<file path="src/rtl/if_fetch_unit.sv">
// Instruction-fetch stage: owns the PC, drives the imem request/ready handshake and feeds IF/ID.
// Optional FETCH_PERF_CNT_EN adds saturating fetch/bubble counters (o_fetch_cnt, o_bubble_cnt).
module if_fetch_unit #(
    parameter logic [31:0] RESET_PC = 32'h0000_0000,
    parameter int unsigned PC_INC   = 4
) (
    input  logic        i_clk,
    input  logic        i_rst_n,
    input  logic        i_pc_write,
    input  logic        i_branch_taken,
    input  logic [31:0] i_branch_target,
    input  logic        i_jump,
    input  logic [31:0] i_jump_target,
    output logic [31:0] o_imem_addr,
    output logic        o_imem_req,
    input  logic        i_imem_ready,
    input  logic [31:0] i_imem_data,
    output logic [31:0] o_inst,
    output logic [31:0] o_next_pc,
    output logic        o_ifid_write,
    output logic        o_if_flush,
`ifdef FETCH_PERF_CNT_EN
    output logic [31:0] o_fetch_cnt,
    output logic [31:0] o_bubble_cnt,
`endif
    output logic        o_hold
);

    localparam logic [1:0] S_BOOT    = 2'd0;
    localparam logic [1:0] S_FETCH   = 2'd1;
    localparam logic [1:0] S_DISCARD = 2'd2;

    logic [1:0]  state;
    logic [1:0]  state_next;
    logic [31:0] pc;
    logic [31:0] pc_next;
    logic [31:0] pc_plus;
    logic [31:0] redirect_target;
    logic        redirect;

    assign pc_plus         = pc + 32'(PC_INC);
    assign redirect        = i_branch_taken | i_jump;
    assign redirect_target = (i_branch_taken ? i_branch_target : i_jump_target) & 32'hFFFF_FFFC;
    assign o_imem_addr     = pc;

    always_comb begin
        state_next   = state;
        pc_next      = pc;
        o_imem_req   = 1'b0;
        o_inst       = '0;
        o_next_pc    = '0;
        o_ifid_write = 1'b0;
        o_if_flush   = 1'b0;
        o_hold       = 1'b0;
        case (state)
            S_BOOT: begin
                state_next = S_FETCH;
            end
            S_FETCH: begin
                o_imem_req = 1'b1;
                o_next_pc  = pc_plus;
                o_hold     = ~i_imem_ready;
                if (redirect) begin
                    // An in-flight request with no response yet must have its reply skipped.
                    o_if_flush = 1'b1;
                    pc_next    = redirect_target;
                    if (!i_imem_ready) begin
                        state_next = S_DISCARD;
                    end
                end else if (i_imem_ready && i_pc_write) begin
                    o_inst       = i_imem_data;
                    o_ifid_write = 1'b1;
                    pc_next      = pc_plus;
                end
            end
            S_DISCARD: begin
                o_hold = 1'b1;
                if (redirect) begin
                    o_if_flush = 1'b1;
                    pc_next    = redirect_target;
                end else if (i_imem_ready) begin
                    state_next = S_FETCH;
                end
            end
            default: begin
                state_next = S_BOOT;
            end
        endcase
    end

    always_ff @(posedge i_clk or negedge i_rst_n) begin
        if (!i_rst_n) begin
            state <= S_BOOT;
            pc    <= RESET_PC;
        end else begin
            state <= state_next;
            pc    <= pc_next;
        end
    end

`ifdef FETCH_PERF_CNT_EN
    logic bubble;

    assign bubble = ((state == S_FETCH) || (state == S_DISCARD)) && !o_ifid_write;

    always_ff @(posedge i_clk or negedge i_rst_n) begin
        if (!i_rst_n) begin
            o_fetch_cnt  <= '0;
            o_bubble_cnt <= '0;
        end else begin
            if (o_ifid_write && (o_fetch_cnt != '1)) begin
                o_fetch_cnt <= o_fetch_cnt + 32'd1;
            end
            if (bubble && (o_bubble_cnt != '1)) begin
                o_bubble_cnt <= o_bubble_cnt + 32'd1;
            end
        end
    end
`endif

endmodule

</file>
<file path="config.mk">
export PLATFORM = sky130hd
export DESIGN_NAME = if_fetch_unit
export DESIGN_NICKNAME = d
export VERILOG_FILES = /design/src/rtl/if_fetch_unit.sv
export SDC_FILE = /design/constraint.sdc
export NUM_CORES = 1
export LEC_CHECK = 0
export CELL_PAD_IN_SITES_DETAIL_PLACEMENT = 0
export CELL_PAD_IN_SITES_GLOBAL_PLACEMENT = 1
export CORE_AREA = 2 2 125 103
export CTS_CLUSTER_DIAMETER = 150
export DETAILED_ROUTE_END_ITERATION = 12
export DIE_AREA = 0 0 127 105
export HOLD_SLACK_MARGIN = 0.1
export PLACE_DENSITY_LB_ADDON = 0.1
export SYNTH_ARGS = -nofsm -noshare
export SYNTH_HDL_FRONTEND = slang
export SYNTH_SLANG_ARGS = --single-unit
</file>
<file path="constraint.sdc">
create_clock -name i_clk -period 3.5 [get_ports i_clk]
set_clock_uncertainty 0.2 [all_clocks]
set_input_delay 0.525 -clock i_clk [delete_from_list [all_inputs] [get_ports i_clk]]
set_output_delay 0.525 -clock i_clk [all_outputs]
set_load 0.02 [all_outputs]
</file>
==> results.sh <==
export IMPL_synth_main_ff_cell="dfrtp_1"
export IMPL_dr_total_vias=3679
export IMPL_synth_xor_area_share_pct=7.662
export IMPL_first_pass_iters=4
export IMPL_fp_coreArea_mm2=0.01198
export IMPL_port_buffers=193
export IMPL_drt_first_iter_violations=187
export IMPL_worstSkewPairLatency_ps=280
export IMPL_clock_path_buffers=2
export IMPL_grtUsageTotal_pct=18.11
export IMPL_status="completed"
export IMPL_fp_dieW_um=127
export IMPL_yosys_register_bits=32
export IMPL_finalWeightedCongestion=0.7720
export IMPL_period_share_pct=95.72
export IMPL_async_flop_share_pct=100.0
export IMPL_root_buffer="clkbuf_16"
export IMPL_slowest_stage="clkdlybuf4s50_1"
export IMPL_path_max_fanout=6
export IMPL_tns_ps=0
export IMPL_cts_buffers_inserted=5
export IMPL_die_area_mm2=0.01334
export IMPL_grt_max_degree=41
export IMPL_avgSynthCellArea_um2=7.845
export IMPL_seq_power_share_pct=19.9
export IMPL_synth_adder_area_share_pct=1.564
export IMPL_drcViolationCount=0
export IMPL_cpMostUsedCell="buf_4"
export IMPL_max_freq_mhz=298.5
export IMPL_netlist_area_mm2=0.003201
export IMPL_grt_pass1_wl_um=19430
export IMPL_synth_top_area_share_pct=25.02
export IMPL_holdBufCountCts=0
export IMPL_grt_overflow_total=0
export IMPL_yosys_area_top_type="dfrtp_1"
export IMPL_place_hpwl_um=9357
export IMPL_start_kind="flop"
export IMPL_vias_per_cell=4.873
export IMPL_p_per_area_mw_per_mm2=773.4
export IMPL_grt_pass1_vias=3707
export IMPL_intPower_mw=2.274
export IMPL_ctsResizeCount=5
export IMPL_final_nets=709
export IMPL_finalWirelength_um=12300
export IMPL_final_max_slew_violation_count=0
export IMPL_slew_headroom_pct=46.73
export IMPL_yosysWarnings=0
export IMPL_critPathArrivalTime_ps=2630
export IMPL_area_growth_pct=73.22
export IMPL_min_period_ps=3350
export IMPL_combinationalPowerShare_pct=70.4
export IMPL_cts_num_sinks=32
export IMPL_ant_nets=0
export IMPL_regToRegStartpoint="state[1]$_DFFE_PN0P_"
export IMPL_die_y_um=105
export IMPL_cts_tree="yes"
export IMPL_startpoint="o_imem_addr[2]$_DFFE_PN0P_"
export IMPL_yosys_area_share_simple_pct=31.04
export IMPL_switchingPower_mw=2.014
export IMPL_clock_power_share_pct=9.8
export IMPL_muxShareOfSynthArea_pct=6.802
export IMPL_irDropWorstVdd_mv=0.3010
export IMPL_critPathCapture="o_next_pc[29]"
export IMPL_maxCapViolCount=0
export IMPL_power_leakage_nw=2.207
export IMPL_synth_compound_area_share_pct=21.42
export IMPL_hold_class="in -> async"
export IMPL_slowest_delay_ps=600
export IMPL_dp_cells=748
export IMPL_end_kind="primary output"
export IMPL_setup_violations_final=0
export IMPL_htreeDepth=2
export IMPL_start_util_pct=26.71
export IMPL_fin_cells=755
export IMPL_io_pins=202
export IMPL_rsz0062_at_grt="false"
export IMPL_cts_setup_buffers=0
export IMPL_ys_seq_area_share_pct=25.02
export IMPL_hold_violations=0
export IMPL_tightest_slew_ps=799.0
export IMPL_drive_gt1_share_pct=11.61
export IMPL_required_ps=2770
export IMPL_rows=36
export IMPL_place_ws_ps=242.8
export IMPL_path_cells="buf_4 > nand4_1 > buf_4 > nor3_1 > buf_4 > and4_1 > xor2_1 > and2_1 > clkdlybuf4s50_1"
export IMPL_reg2reg_depth=7
export IMPL_clk_pin_slew_ps=50
export IMPL_r2r_slack_ps=870
export IMPL_fin_util_pct=46.27
export IMPL_synth_distinct_cells=48
export IMPL_worstReg2RegEnd="o_imem_addr[8]$_DFFE_PN0P_"
export IMPL_switching_share_pct=46.97
export IMPL_n_antenna_cell=0
export IMPL_synth_edf_count=0
export IMPL_setup_slack_ps=149.7
export IMPL_crit_type="reg -> out"
export IMPL_routedWlPerCell_um=16.30
export IMPL_synthCells=408
export IMPL_synth_top_family_by_area="simple AND/OR/NAND/NOR gates"
export IMPL_synth_area_leaders="dfrtp_1 (25%), and2_1 (12%), xnor2_1 (5.2%), mux2_2 (4.9%), a21oi_1 (4.7%)"
export IMPL_antenna_found_initial=0
power by group through the flow:
stage	registers, mW	clock network, mW	logic, mW
global route	0.892	0.447	3.26
finish	0.853	0.418	3.02
floorplan	0.994	0	1.54
detailed placement	0.848	0	3.05
global placement	0.836	0	3.02
CTS	0.846	0.425	3.05
metal layers:
layer	part of all wire, %	vias up	global-route usage (%)
met5	0	-	0
met4	0.37	0	2.119
met3	6.9	8	4.352
met2	48	133	31.37
met1	44	1699	23.56
li1	-	1839	-
cells in the final DEF (no fill, tap or decap), types with 3 or more instances in the layout:
cell type and instances:
nor3_4 3, mux2i_1 6, xor2_1 9, mux2_2 14, ha_1 4, clkdlybuf4s50_1 184
and3_1 3, o21ai_0 17, o31ai_1 3, clkbuf_16 5, dlymetal6s2s_1 4, a211oi_1 5
a31oi_1 5, nor2b_1 7, dlygate4sd2_1 3, a2bb2oi_1 15, buf_4 29, dfrtp_1 28
and2_1 60, a21oi_1 30, inv_1 8, nand2_1 30, conb_1 4, nand4_1 6
nand3_1 17, and4_1 3, o22a_1 6, nor2_1 19, o22ai_1 15, nor3_1 7
xnor2_1 19, dfrtp_2 4
worst min-delay path by stage:
stage | endpoint | cells past startpoint
2_1_floorplan | o_imem_addr[10]$_DFFE_PN0P_ | 0
3_3_place_gp | state[1]$_DFFE_PN0P_ | 2
3_5_place_dp | state[1]$_DFFE_PN0P_ | 2
4_1_cts | o_imem_addr[10]$_DFFE_PN0P_ | 1
5_1_grt | o_imem_addr[10]$_DFFE_PN0P_ | 1
6_report | o_imem_addr[10]$_DFFE_PN0P_ | 1
cell type report:
| type | instances | area, µm² |
|---|---|---|
| clock buffers | 6 | 128.9 |
| clock inverters | 1 | 5.005 |
| fillers | 1195 | 6437 |
| inverters | 8 | 30.03 |
| multi-input cells | 334 | 2238 |
| flip-flops and latches | 32 | 805.8 |
| well taps | 152 | 190.2 |
| repair buffers | 222 | 2146 |
registers in the layout, summed over array words and instances (netlist names):
register     flops
o_imem_addr     30
state            2
worst max-delay path, delay by kind of cell (launching register included):
| family | cells | cell delay [ps] |
|---|---|---|
| buffers and inverters | 4 | 1120 |
| and+or+nand+nor | 4 | 720 |
| DFF | 1 | 340 |
| xor gates and xnor gates | 1 | 160 |
metrics by stage:
| stage | instance area (µm²) | hold WS, ps | total power [mW] |
|---|---|---|---|
| floorplan | 3212 | 29.41 | 2.530 |
| global placement | 5379 | 330.0 | 3.860 |
| detailed placement | 5379 | 352.1 | 3.894 |
| CTS | 5517 | 165.6 | 4.322 |
| global route | 5544 | 197.4 | 4.601 |
| finish | 5544 | 133.8 | 4.288 |
cell families (layout without fill, tap and decap cells):
family | count (synthesis) | count (layout)
XOR/XNOR | 28 | 28
AO/OA/AOI/OAI | 106 | 106
buffers and inverters | 45 | 237
flip-flops | 32 | 32
AND/OR/NAND/NOR | 172 | 172
other | 1 | 4
adder cells (fa/ha/maj) | 4 | 4
multiplexers | 20 | 20
synthesized netlist by cell type (2+ instances only):
cell and n:
clkbuf_2 2, nand4_1 6, nand4_4 2, ha_1 4
a21oi_1 30, nand2b_1 2, xnor2_1 19, nor3_1 9
a31oi_1 6, buf_4 6, buf_1 2, nand2_1 30
mux2_2 14, dfrtp_1 32, a211oi_1 5, o31ai_1 3
and2_1 60, and4_1 3, o22a_1 6, buf_2 2
o22ai_1 15, xor2_1 9, a22o_1 2, a2bb2oi_1 15
nor2b_1 7, clkbuf_1 24, mux2i_1 6, o21a_1 2
o21ai_0 17, nor3_4 3, inv_1 8, nor2_1 20
nand3_1 17, and3_1 3, or3_1 2, nor4_1 3
No activity file was read; power rests on OpenSTA's default activity.
